==> src/rtl/instr_sequencer_if.sv <==
// Handshake bundle between the program loader/processor side and the instruction sequencer.
// The bench drives the master side; the sequencer is the slave.
interface instr_sequencer_if #(
    parameter int AW = 4
) ();
    logic          LoadEn;
    logic [AW-1:0] LoadAddr;
    logic [15:0]   LoadData;
    logic          Start;
    logic [AW:0]   Len;
    logic          Done;
    logic [15:0]   DIN;
    logic          Run;
    logic          Busy;
    logic          Halted;
    logic          Error;
    logic [AW-1:0] PC;

    modport master (
        output LoadEn, LoadAddr, LoadData, Start, Len, Done,
        input  DIN, Run, Busy, Halted, Error, PC
    );

    modport slave (
        input  LoadEn, LoadAddr, LoadData, Start, Len, Done,
        output DIN, Run, Busy, Halted, Error, PC
    );
endinterface

==> src/rtl/instr_sequencer.sv <==
// Issues a stored program word by word to a processor: one Run pulse per word,
// then waits for Done, with a timeout that parks the sequencer in an error state.
module instr_sequencer #(
    parameter int AW  = 4,
    parameter int TMO = 15
) (
    input logic               Clock,
    input logic               Resetn,
    instr_sequencer_if.slave  bus
);
    localparam int CW = $clog2(TMO + 1);

    typedef enum logic [2:0] {IDLE, ISSUE, WAIT, HALT, ERR} state_e;

    state_e        state_q;
    logic [AW-1:0] pc_q;
    logic [AW:0]   len_q;
    logic [AW:0]   issued_q;
    logic [CW-1:0] wait_cnt_q;
    logic          run_q;
    logic          busy_q;
    logic          halted_q;
    logic          error_q;
    logic [15:0]   mem_q [2**AW];

    logic [AW-1:0] pc_d;
    logic [AW:0]   issued_d;

    assign pc_d     = pc_q + AW'(1);
    assign issued_d = issued_q + (AW + 1)'(1);

    // NOTE: the program buffer deliberately has no reset; its contents must survive Resetn.
    always_ff @(posedge Clock) begin
        if (bus.LoadEn) begin
            mem_q[bus.LoadAddr] <= bus.LoadData;
        end
    end

    always_ff @(posedge Clock or negedge Resetn) begin
        if (!Resetn) begin
            state_q    <= IDLE;
            pc_q       <= '0;
            len_q      <= '0;
            issued_q   <= '0;
            wait_cnt_q <= '0;
            run_q      <= 1'b0;
            busy_q     <= 1'b0;
            halted_q   <= 1'b0;
            error_q    <= 1'b0;
        end else begin
            run_q <= 1'b0;
            case (state_q)
                IDLE: begin
                    if (bus.Start) begin
                        len_q    <= bus.Len;
                        pc_q     <= '0;
                        issued_q <= '0;
                        error_q  <= 1'b0;
                        if (bus.Len == '0) begin
                            state_q  <= HALT;
                            halted_q <= 1'b1;
                        end else begin
                            state_q  <= ISSUE;
                            halted_q <= 1'b0;
                            run_q    <= 1'b1;
                            busy_q   <= 1'b1;
                        end
                    end
                end
                ISSUE: begin
                    state_q    <= WAIT;
                    wait_cnt_q <= CW'(1);
                end
                WAIT: begin
                    // Done wins over the timeout on the last permitted wait cycle.
                    if (bus.Done) begin
                        pc_q     <= pc_d;
                        issued_q <= issued_d;
                        if (issued_d == len_q) begin
                            state_q  <= HALT;
                            halted_q <= 1'b1;
                            busy_q   <= 1'b0;
                        end else begin
                            state_q <= ISSUE;
                            run_q   <= 1'b1;
                        end
                    end else if (wait_cnt_q == CW'(TMO)) begin
                        state_q <= ERR;
                        error_q <= 1'b1;
                        busy_q  <= 1'b0;
                    end else begin
                        wait_cnt_q <= wait_cnt_q + CW'(1);
                    end
                end
                HALT, ERR: state_q <= IDLE;
                default:   state_q <= IDLE;
            endcase
        end
    end

    // DIN reads the buffer live so a load to the presented index shows up one cycle later.
    assign bus.DIN    = busy_q ? mem_q[pc_q] : 16'h0000;
    assign bus.Run    = run_q;
    assign bus.Busy   = busy_q;
    assign bus.Halted = halted_q;
    assign bus.Error  = error_q;
    assign bus.PC     = pc_q;
endmodule

==> src/flat_wrapper.sv <==
// flat-port wrapper written by rule: the top's interface ports become plain ports
module instr_sequencer_flat 
#(
    parameter int AW  = 4,
    parameter int TMO = 15
)
  (Clock, Resetn, bus_LoadEn, bus_LoadAddr, bus_LoadData, bus_Start, bus_Len, bus_Done, bus_DIN, bus_Run, bus_Busy, bus_Halted, bus_Error, bus_PC);
  instr_sequencer_if #(.AW(AW)) bus_i ();
  input logic Clock;
  input logic Resetn;
  input wire logic [$bits(bus_i.LoadEn)-1:0] bus_LoadEn;
  input wire logic [$bits(bus_i.LoadAddr)-1:0] bus_LoadAddr;
  input wire logic [$bits(bus_i.LoadData)-1:0] bus_LoadData;
  input wire logic [$bits(bus_i.Start)-1:0] bus_Start;
  input wire logic [$bits(bus_i.Len)-1:0] bus_Len;
  input wire logic [$bits(bus_i.Done)-1:0] bus_Done;
  output wire logic [$bits(bus_i.DIN)-1:0] bus_DIN;
  output wire logic [$bits(bus_i.Run)-1:0] bus_Run;
  output wire logic [$bits(bus_i.Busy)-1:0] bus_Busy;
  output wire logic [$bits(bus_i.Halted)-1:0] bus_Halted;
  output wire logic [$bits(bus_i.Error)-1:0] bus_Error;
  output wire logic [$bits(bus_i.PC)-1:0] bus_PC;
  assign bus_i.LoadEn = bus_LoadEn;
  assign bus_i.LoadAddr = bus_LoadAddr;
  assign bus_i.LoadData = bus_LoadData;
  assign bus_i.Start = bus_Start;
  assign bus_i.Len = bus_Len;
  assign bus_i.Done = bus_Done;
  assign bus_DIN = bus_i.DIN;
  assign bus_Run = bus_i.Run;
  assign bus_Busy = bus_i.Busy;
  assign bus_Halted = bus_i.Halted;
  assign bus_Error = bus_i.Error;
  assign bus_PC = bus_i.PC;
  instr_sequencer #(.AW(AW), .TMO(TMO)) u_core (.Clock(Clock), .Resetn(Resetn), .bus(bus_i));
endmodule
==> config.mk <==
export PLATFORM = sky130hd
export DESIGN_NAME = instr_sequencer_flat
export DESIGN_NICKNAME = d
export VERILOG_FILES = /design/src/rtl/instr_sequencer_if.sv /design/src/rtl/instr_sequencer.sv /design/src/flat_wrapper.sv
export SDC_FILE = /design/constraint.sdc
export NUM_CORES = 1
export LEC_CHECK = 0
export ABC_CLOCK_PERIOD_IN_PS = 2700
export BUFFER_PORTS_ARGS = -buffer_cell sky130_fd_sc_hd__buf_4
export CAP_MARGIN = 20
export CELL_PAD_IN_SITES_DETAIL_PLACEMENT = 0
export CELL_PAD_IN_SITES_GLOBAL_PLACEMENT = 1
export CORE_MARGIN = 2
export CORE_UTILIZATION = 34
export CTS_BUF_LIST = sky130_fd_sc_hd__clkbuf_16
export CTS_CLUSTER_DIAMETER = 100
export DETAILED_ROUTE_END_ITERATION = 8
export PLACE_DENSITY_LB_ADDON = 0.2
export SYNTH_ARGS = -nofsm -noshare
export SYNTH_HDL_FRONTEND = slang
export SYNTH_SLANG_ARGS = --single-unit
==> constraint.sdc <==
create_clock -name Clock -period 2.7 [get_ports Clock]
set_input_delay 0.135 -clock Clock [delete_from_list [all_inputs] [get_ports Clock]]
set_output_delay 0.135 -clock Clock [all_outputs]
set_load 0.005 [all_outputs]
# Word-level counts from Yosys, hierarchy flattened
# Memory sizes are Yosys's and may differ from the RTL's.
# Index checks and enable logic that the tools add are counted.
# op_classes
muxes,38
add_sub_neg,3
n_eq_ne,13
n_reduce_logical,11
# op_table
operator,n
$mux 1,18
$mux 16,1
$mux 4,4
$pmux 4 s2,2
$mux 5,2
$ne 2x2->1 const B,5
$pmux 5 s2,1
$mux 3,3
$pmux 3 s3,1
$add 4x1->4 const B,2
$pmux 1 s2,4
$reduce_and 4->1,2
$ne 3x2->1 const B,2
$reduce_and 3->1,2
$add 5x1->5 const B,1
$eq 5x5->1,1
$logic_not 5->1,1
$reduce_and 5->1,1
$eq 4x4->1 const B,1
$mux 2,2
$ne 2x1->1 const B,2
$reduce_and 2->1,2
$reduce_bool 2->1,2
$eq 3x1->1 const B,1
2 further kinds,2
# totals
mem_bits_rw,256
in_bits,30
register_bits,25
memories,1
elab_cells,75
# memory_table
memory,depth,width,read_ports,rd_clocked_by_memory_dff,write_ports,line,source
u_core.mem_q,16,16,1,0,1,instr_sequencer.sv:24,logic [15:0] mem_q [2**AW];

# Longest topological paths before layout
# Gate-level depths: netlist of the first run.
# depth
ltp_word,5
ltp_mapped,7
mapped_depth_nobuf,5

# Worst setup path before layout of the first run
# OpenSTA, ideal clock, no wires.
# synth_path
kind,input port to flip-flop
startpoint,input bus_LoadAddr[2]
endpoint,memory u_core.mem_q[0][0] (enable)
stages,2
path_buffers,0
setup_ns,0.409
setup_slack_ns,0.510
t_arrival_ns,1.781
cell_sequence,or3b_2 -> nor3_1
# synth_rtl
element,line,source
"start, declared",flat_wrapper.sv:12,input wire logic [$bits(bus_i.LoadAddr)-1:0] bus_LoadAddr;
"end, declared",instr_sequencer.sv:24,
# Straight into the memory's write port.

# Final worst setup path of the first run
# layout_path
startpoint,"register u_core.pc_q[0], in the netlist u_core.bus.PC[0]"
endpoint,output bus_DIN[4]
# layout_between
elab_chain_cells,2
# layout_lines
element,line,source
"start, declared",instr_sequencer.sv:16,logic [AW-1:0] pc_q;
"start signal, assigned",instr_sequencer.sv:77,pc_q <= pc_d;
$mem_v2 16x16,--,
$mux 16,instr_sequencer.sv:102,assign bus.DIN = busy_q ? mem_q[pc_q] : 16'h0000;
"end, declared",flat_wrapper.sv:17,output wire logic [$bits(bus_i.DIN)-1:0] bus_DIN;
# No other way between the ends.

==> out/results.tsv, run 1 <==
metric	value	unit
Max Slew Vio Count	0	
Area Growth Syn to Fin	22.4	%
CP Cell Sequence	buf_12, mux4_2, mux2i_1, o22ai_1, buf_4	
RSZ-0062 raised after global routing	no	
first-pass GRT wire length	38800	um
Setup TNS	0	ns
gpl congestion	0.749	
antenna violations before repair	0	
Syn Nets	568	
Power Dens Cells	837	nW/um^2
Hold/Removal Path Class	in2async	
Row Count	66	
Synth top area share	0.695	
PnR Total Power	11.3	mW
Final nets	686	
filler cell count	2888	
period utilization	0.967	
CP max FO	25	
DRT Pass-1 Iters	4	
worst vdd ir	0.493	mV
largest net degree at the start of global routing	51	
Synth Flop Type	edfxtp_1	
Mapped Area	11100	um^2
Worst R2R Start	u_core.state_q[2]	
GRT overflow	0	
Largest delay share family, worst path	multiplexers	
crit path kind	reg2out	
core area	32300	um^2
Vias	5636	
footprint of the multi-input gates	2640	um^2
Die Ht	184	um
share of layout cells above drive strength 1	0.330	
Worst path max stage delay	0.55	ns
Final HPWL DP	15300	um
I/O pins	54	
drt drc	0	
Unique masters post-synth	45	
Crit. End Element	output port	
Worst EP required	2.57	ns
Starting Density	0.342	
relative slew slack	0.494	
WP data arrival	2.48	ns
Max Buffers Root-to-Sink	3	
reg2reg setup slack	0.85	ns
die width	184	um
post-layout minimum cycle time	2.61	ns
wire per inst	23.2	um
status	complete, no violations	
TritonCTS Buffers	31	
max frequency	383	MHz
top cells by area, synth	edfxtp_1 (70%), mux4_2 (13%), dfrtp_1 (5.7%), mux2i_1 (2.9%), o22ai_1 (0.91%)	
Hold Vio Cnt, Final	0	
Avg Cell Area, Syn	20.7	um^2
GRT Total Usage	0.158	
root buf cell	clkbuf_16	
number of setup buffers added after CTS	0	
total wire length	26000	um
H-tree depth	1	
FF+latch area	8320	um^2
Post-synth EDFFs	256	
CTS tree	yes	
Vias per Instance	5.03	
die area	34000	um^2
sequential-to-total area share from yosys stat	0.752	
port bufs	53	
clock-pin slew on the worst setup and hold paths	0.06	ns
slowest stage cell, crit path	mux4_2	
max-cap violation count	0	
Syn Inst Count	535	
largest area contributor in the netlist	edfxtp_1	
Async SR Flop Fraction	0.0890	
total clock sinks	281	
Finish-stage setup viols	0	
Worst Skew	0.00494	ns
CP Launch Point	u_core.bus.PC[0]	
Clock Latency Late Sink	0.55	ns
Syn. warnings	0	
CP startpoint kind	register	
ANT nets after route	0	
ant diodes	0	
worst r2r dst	u_core.bus.PC[0]	
cells on worst reg2reg path	4	
flops & latches, synth	281	
Slew @ Worst Pin	0.758	ns
Initial DRC Count	455	
vias in the first global route	5933	
Bufs and invs on worst path	2	
leakage power	4.38	nW
synth_stat cells (all sizes together), types with 2 or more instances:
cell type,n
buf,14
and3,2
xnor2,5
mux4,64
o31ai,2
nand2b,3
a21oi,4
o21ai,14
nor4bb,2
mux2i,32
a2bb2oi,2
a31oi,2
nor4b,2
nor2,21
edfxtp,256
o22ai,16
a22o,2
nand3,6
xor2,5
dfrtp,25
inv,4
ha,3
nand2,13
nor3,5
nand4,2
mux2,5
clkbuf,12
nand3b,2
what timing repair did:
| item | 4_1_cts | 5_1_grt |
|---|---|---|
| hold buffers | 26 | 0 |
| resized for setup | 0 | 1 |
| endpoints found under the setup margin | 0 | 1 |
| hold endpoints to repair | 291 | 0 |
cell usage in the layout (no fill, tap or decap), types with 5 or more instances in the layout:
master and n:
edfxtp_1 256, buf_4 76, mux4_2 64, mux2i_1 32, clkbuf_16 32, dlygate4sd3_1 26
dfrtp_1 22, o22ai_1 16, nand2_1 13, o21ai_0 13, nor2_2 13, clkinv_2 9
inv_1 8, nor2_1 8, buf_12 7, nand3_1 6, clkinv_1 6, xor2_1 5
xnor2_1 5, mux2_2 5
worst max path at each step:
stage / to / slack [ns] / cells past startpoint
2_1_floorplan: u_core.mem_q[0][0] / 0.51 / 2
3_3_place_gp: bus_DIN[2] / 0.67 / 5
3_5_place_dp: bus_DIN[2] / 0.66 / 5
4_1_cts: bus_DIN[2] / 0.06 / 5
5_1_grt: bus_DIN[4] / 0.006 / 5
6_report: bus_DIN[4] / 0.09 / 5
routing by layer:
metal / share of wire / vias up / global-route usage
met5: 0 / - / 0
met4: 0.017 / 0 / 0.0365
met3: 0.042 / 39 / 0.0253
met2: 0.47 / 125 / 0.251
met1: 0.47 / 3014 / 0.229
li1: - / 2458 / -
per-stage QoR:
| step | std cells | hold WS, ns | worst slack [ns] | utilization | area (um^2) |
|---|---|---|---|---|---|
| 2_1_floorplan | 535 | -0.161 | 0.510 | - | 11100 |
| 3_3_place_gp | 1035 | 0.0667 | 0.667 | 0.380 | 12300 |
| 3_5_place_dp | 1035 | 0.0712 | 0.658 | 0.380 | 12300 |
| 4_1_cts | 1119 | 0.0273 | 0.0648 | 0.418 | 13500 |
| 5_1_grt | 1120 | 0.0674 | 0.00595 | 0.419 | 13500 |
| 6_report | 1120 | 0.0320 | 0.0896 | 0.419 | 13500 |
cell families after synthesis:
family                   count (synthesis)  share of synthesized area
AND/OR/NAND/NOR                         61                     0.0293
buffers and inverters                   30                     0.0134
multiplexers                           101                      0.164
XOR/XNOR                                11                    0.00996
adder cells (fa/ha/maj)                  3                    0.00340
AO/OA/AOI/OAI                           48                     0.0274
flip-flops                             281                      0.752
registers in the layout, indices dropped and copies added, names as in the netlist:
signal             count
u_core.wait_cnt_q      4
u_core.issued_q        5
u_core.bus.Busy        1
u_core.bus.Run         1
u_core.state_q         3
u_core.bus.PC          4
u_core.bus.Halted      1
u_core.mem_q         256
u_core.len_q           5
u_core.bus.Error       1
power breakdown:
group	switching [mW]	internal [mW]	leakage, nW
clock network	1.69	2.28	0.492
logic	1.08	1.15	1.26
registers	0.182	4.95	2.63
final cells by class:
type                    instances  share of cell area
inverters                       4             0.00111
multi-input cells             224               0.195
repair buffers                111              0.0757
clock buffers                  31              0.0574
clock inverters                27              0.0145
well taps                     442              0.0409
flip-flops and latches        281               0.615
(Power assumes the default switching activity.)
==> inputs of run 2 (changes only) <==
Settings changed: BUFFER_PORTS_ARGS -buffer_cell sky130_fd_sc_hd__buf_4 to default, CTS_CLUSTER_SIZE from default to 14, DONT_BUFFER_PORTS from default to 1.
==> run 2 against run 1 <==
  * Critical path depth is 1 lower
  * First-iteration DRC count fell by 28%
  * Via count down 5.1%
  * Worst hold slack lost 0.0097 ns
  * Non-clock buffer count fell by 55
  * Die area stayed put
  * Register-to-register slack is essentially flat
  * Sequential power about the same
  * Clock-buffer cell count down 7
  * Combinational power shrank 17%
  * Utilization down 2.4 points
  * Clock power is 22% lower
  * Critical endpoint is now bus_DIN[1]
==> out/results.tsv, run 2 (same netlist as run 1, synthesis figures left out) <==
metric	value	unit	change
Crit. End Element	output port		
FF+latch area	8320	um^2	unchanged
gpl congestion	0.745		-0.59%
wire per inst	24.8	um	+6.5%
worst r2r dst	u_core.wait_cnt_q[3]		
Vias per Instance	5.13		+2.0%
Setup TNS	0	ns	unchanged
Row Count	66		unchanged
filler cell count	2912		+0.83%
commonest non-fill, non-tap cell in the layout	edfxtp_1		
TritonCTS Buffers	24		-23%
Starting Density	0.342		unchanged
hold path cells	2		
Power Dens Cells	789	nW/um^2	-5.8%
fin cells	1042		-7.0%
total clock sinks	281		unchanged
drt drc	0		unchanged
share of layout cells above drive strength 1	0.245		-0.0854
vias in the first global route	5771		-2.7%
max-cap violation count	0		unchanged
post-layout minimum cycle time	2.46	ns	-0.147 ns
Clock Latency Late Sink	0.52	ns	-0.03 ns
GRT overflow	0		unchanged
first-pass GRT wire length	38000	um	-2.0%
Clk pwr share	0.307		-0.044
RSZ-0062 raised after global routing	no		
Area Growth Syn to Fin	15.3	%	
Worst R2R Start	u_core.wait_cnt_q[0]		
Initial DRC Count	327		-28%
Die Ht	184	um	unchanged
hold buffers post-CTS	28		+7.7%
CP Launch Point	u_core.bus.PC[0]		
max frequency	406	MHz	+6.0%
GRT Total Usage	0.155		-0.00269
Hold Vio Cnt, Final	0		unchanged
Comb pwr share	0.184		-0.012
antenna violations before repair	2		+2
Final HPWL DP	15000	um	-2.1%
Cells after DPL	979		-5.4%
Finish-stage setup viols	0		unchanged
Worst Skew	0.00518	ns	+0.000247 ns
Slew @ Worst Pin	0.869	ns	+0.111 ns
switching share of power	0.265		+0.00436
Largest delay share family, worst path	multiplexers		
die area	34000	um^2	unchanged
crit path kind	reg2out		
I/O pins	54		unchanged
period utilization	0.912		-0.0545
P_int	7.40	mW	-12%
root buf cell	clkbuf_16		
PnR Total Power	10.1	mW	-11%
reg2reg setup slack	0.84	ns	about the same
Worst EP required	2.57	ns	about the same
DRT Pass-1 Iters	4		unchanged
footprint of the multi-input gates	2640	um^2	unchanged
Hold Startpoint	bus_LoadAddr[1]		
max reg flops	256		unchanged
Vias	5348		-5.1%
die width	184	um	unchanged
status	complete, no violations		
largest reg by FF count	u_core.mem_q		
ant diodes	0		unchanged
number of setup buffers added after CTS	0		unchanged
clock-pin slew on the worst setup and hold paths	0.07	ns	about the same
core area	32300	um^2	unchanged
cells on worst reg2reg path	5		+1
Worst Hold End	u_core.mem_q[4][13]		
NetSw	2.66	mW	-9.7%
Hold/Removal Path Class	in2reg		
slowest stage cell, crit path	mux4_2		
most frequent cells in the layout	edfxtp_1 (256), mux4_2 (64), mux2i_1 (32), dlygate4sd3_1 (27)		
Top Registers	u_core.mem_q: 256 flops, u_core.issued_q: 5 flops, u_core.len_q: 5 flops		
leakage power	3.96	nW	-9.6%
ANT nets after route	0		unchanged
Max Slew Vio Count	0		unchanged
Bufs and invs on worst path	1		-1
total wire length	25800	um	-0.91%
Max Buffers Root-to-Sink	3		unchanged
worst vdd ir	0.455	mV	-7.8%
CP max FO	20		-20%
WP data arrival	2.33	ns	-0.15 ns
CP Cell Sequence	buf_4, mux4_2, mux2i_1, o22ai_1		
port bufs	0		-100%
relative slew slack	0.419		-0.0743
CTS tree	yes		
largest net degree at the start of global routing	50		-2.0%
Gates resized, CTS repair	0		unchanged
Sequential Power Share	0.509		+0.056
Final nets	624		-9.0%
H-tree depth	1		unchanged
CP startpoint kind	register		
Worst path max stage delay	0.56	ns	about the same
[run 2: per-stage QoR]
step           hold slack, ns  instance area, um^2  worst slack (ns)  utilization
2_1_floorplan          -0.161                11100             0.510            -
6_report               0.0223                12700             0.237        0.395
3_3_place_gp           -0.160                11800             0.690        0.365
5_1_grt               0.00265                12700            0.0438        0.395
3_5_place_dp           -0.160                11800             0.700        0.365
4_1_cts               0.00182                12700             0.128        0.395
[run 2: worst reg2reg max path, cell delays in order (launching register included)]
cell       delay (ns)
dfrtp_1          0.42
ha_1             0.25
a31oi_1          0.50
nand4_1          0.21
a2bb2oi_1        0.18
o22a_1           0.19
[run 2: power groups by stage]
stage / Clock (mW) / Sequential [mW] / Combinational, mW
6_report: 3.09 / 5.12 / 1.85
5_1_grt: 3.36 / 5.15 / 2.03
4_1_cts: 3.18 / 5.12 / 1.91
3_5_place_dp: 0 / 5.22 / 1.81
3_3_place_gp: 0 / 5.21 / 1.78
2_1_floorplan: 0 / 5.13 / 1.37
[run 2: layer usage]
metal | vias up | GRT usage | part of all wire
met4 | 4 | 0.0330 | 0.019
li1 | 2315 | - | -
met2 | 123 | 0.257 | 0.49
met3 | 37 | 0.0379 | 0.059
met5 | - | 0 | 0.00093
met1 | 2869 | 0.209 | 0.43
[run 2: worst max-delay path by stage]
| stage | slack [ns] | end | cells after the start |
|---|---|---|---|
| 3_3_place_gp | 0.69 | bus_DIN[1] | 2 |
| 2_1_floorplan | 0.51 | u_core.mem_q[0][0] | 2 |
| 6_report | 0.24 | bus_DIN[1] | 4 |
| 3_5_place_dp | 0.70 | bus_DIN[1] | 4 |
| 5_1_grt | 0.04 | bus_DIN[1] | 2 |
| 4_1_cts | 0.13 | bus_DIN[1] | 4 |
[run 2: final cells by class]
cell class / count / area share
Sequential cell: 281 / 0.653
Multi-Input combinational cell: 224 / 0.207
Clock buffer: 24 / 0.0471
Tap cell: 442 / 0.0434
Timing Repair Buffer: 56 / 0.0432
Clock inverter: 11 / 0.00520
Inverter: 4 / 0.00118
==> inputs of run 3 (changes only) <==
Settings changed: CORE_UTILIZATION 34 to 40.
==> run 3 against run 2 <==
  * Critical path depth did not move
  * Global-route usage rose by 1.8 points
  * Sequential cell count did not move
==> out/results.tsv, run 3 (same netlist as run 1, synthesis figures left out) <==
metric	value	unit	change
Hold Startpoint	bus_Done		
commonest non-fill, non-tap cell in the layout	edfxtp_1		
period utilization	0.914		+0.00171
Finished Core Util	0.469		+0.0746
Vias per Instance	5.67		+10%
Max Slew Vio Count	0		unchanged
Max Buffers Root-to-Sink	3		unchanged
Area Growth Syn to Fin	14.8	%	
largest reg by FF count	u_core.mem_q		
post-layout minimum cycle time	2.47	ns	+0.00461 ns
max reg flops	256		unchanged
max frequency	405	MHz	-0.19%
Slew @ Worst Pin	0.662	ns	-0.207 ns
share of layout cells above drive strength 1	0.253		+0.00789
most frequent cells in the layout	edfxtp_1 (256), mux4_2 (64), mux2i_1 (32), buf_4 (29), dlygate4sd3_1 (27)		
core area	27000	um^2	-16%
max-cap violation count	0		unchanged
leakage power	3.99	nW	+0.88%
Initial DRC Count	498		+52%
Final HPWL DP	14900	um	-0.55%
CTS tree	yes		
port bufs	0		unchanged
first-pass GRT wire length	36400	um	-4.2%
reg2reg setup slack	0.87	ns	+0.03 ns
I/O pins	54		unchanged
WP data arrival	2.33	ns	about the same
vias in the first global route	5620		-2.6%
Clock Latency Late Sink	0.53	ns	about the same
TritonCTS Buffers	24		unchanged
antenna violations before repair	2		unchanged
cells on worst reg2reg path	4		-1
total wire length	24700	um	-4.4%
crit path kind	reg2out		
gpl congestion	0.765		+2.8%
Row Count	60		-9.1%
Finish-stage setup viols	0		unchanged
Die Ht	170	um	-7.6%
die width	170	um	-7.6%
hold path cells	3		+1
Worst R2R Start	u_core.state_q[0]		
wire per inst	26.1	um	+5.2%
Vias	5368		+0.37%
GRT overflow	0		unchanged
CP max FO	16		-20%
root buf cell	clkbuf_16		
RSZ-0062 raised after global routing	no		
Worst Hold End	u_core.wait_cnt_q[1]		
Setup TNS	0	ns	unchanged
Hold/Removal Path Class	in2reg		
H-tree depth	1		unchanged
clock-pin slew on the worst setup and hold paths	0.07	ns	about the same
GRT Total Usage	0.174		+0.0183
status	complete, no violations		
Crit. End Element	output port		
die area	29000	um^2	-15%
worst vdd ir	0.454	mV	-0.13%
Power Dens Cells	798	nW/um^2	+1.2%
total clock sinks	281		unchanged
Final nets	630		+0.96%
DRT Pass-1 Iters	4		unchanged
Worst EP required	2.57	ns	about the same
CP startpoint kind	register		
Hold Vio Cnt, Final	0		unchanged
relative slew slack	0.558		+0.139
largest net degree at the start of global routing	64		+28%
Starting Density	0.409		+0.0667
drt drc	0		unchanged
ANT nets after route	0		unchanged
Worst Skew	0.00395	ns	-0.00123 ns
worst r2r dst	u_core.issued_q[2]		
Top Registers	u_core.mem_q: 256 flops, u_core.issued_q: 5 flops, u_core.len_q: 5 flops		
Gates resized, CTS repair	0		unchanged
==> run 3: final cells by class <==
cell class | instances | area [um^2]
diodes | 1 | 2.50
clock buffers | 24 | 601
clock inverters | 10 | 76.3
fillers | 2256 | 14300
inverters | 4 | 15.0
multi-input cells | 224 | 2640
flip-flops and latches | 281 | 8320
well taps | 341 | 427
repair buffers | 62 | 603
==> run 3: layer usage <==
layer  global-route usage  part of all wire
met4               0.0364             0.018
met1                0.241              0.43
met3               0.0421             0.073
met2                0.281              0.47
met5                    0           0.00045
==> run 3: timing repair <==
| item | in CTS | in global routing |
|---|---|---|
| hold endpoints to repair | 313 | 0 |
| hold buffers | 28 | 0 |
| setup endpoints to repair | 0 | 9 |
| buffers inserted | 0 | 1 |
==> run 3: metrics by stage <==
step / cell area [um^2] / hold WS [ns] / std cells / total power, mW / setup WS [ns]
final: 12700 / 0.0182 / 947 / 10.1 / 0.232
after global routing: 12700 / 0.0259 / 946 / 10.6 / 0.0855
after CTS: 12700 / 0.00211 / 945 / 10.2 / 0.0456
after detailed placement: 11700 / -0.160 / 883 / 7.05 / 0.636
after global placement: 11700 / -0.160 / 883 / 7.01 / 0.617
after floorplan: 11100 / -0.161 / 535 / 6.49 / 0.510
==> run 3: worst max path at each step <==
stage	start	to	slack (ns)	depth (start not counted)
2_1_floorplan	bus_LoadAddr[2]	u_core.mem_q[0][0]	0.51	2
3_3_place_gp	u_core.bus.PC[0]	bus_DIN[1]	0.62	4
3_5_place_dp	u_core.bus.PC[0]	bus_DIN[3]	0.64	4
4_1_cts	u_core.bus.PC[0]	bus_DIN[3]	0.05	4
5_1_grt	u_core.bus.PC[0]	bus_DIN[3]	0.09	4
6_report	u_core.bus.PC[0]	bus_DIN[3]	0.23	4
==> run 3: worst max-delay path, cell delays in order (launching register included) <==
cell and delay [ns]:
dfrtp_4 0.63, buf_12 0.23, mux4_2 0.52, mux2i_1 0.17
o22ai_1 0.23
==> run 3: power breakdown <==
group | total, mW | switching (mW) | internal [mW]
registers | 5.16 | 0.215 | 4.95
logic | 1.88 | 0.977 | 0.901
clock network | 3.09 | 1.48 | 1.61
total | 10.1 | 2.67 | 7.46
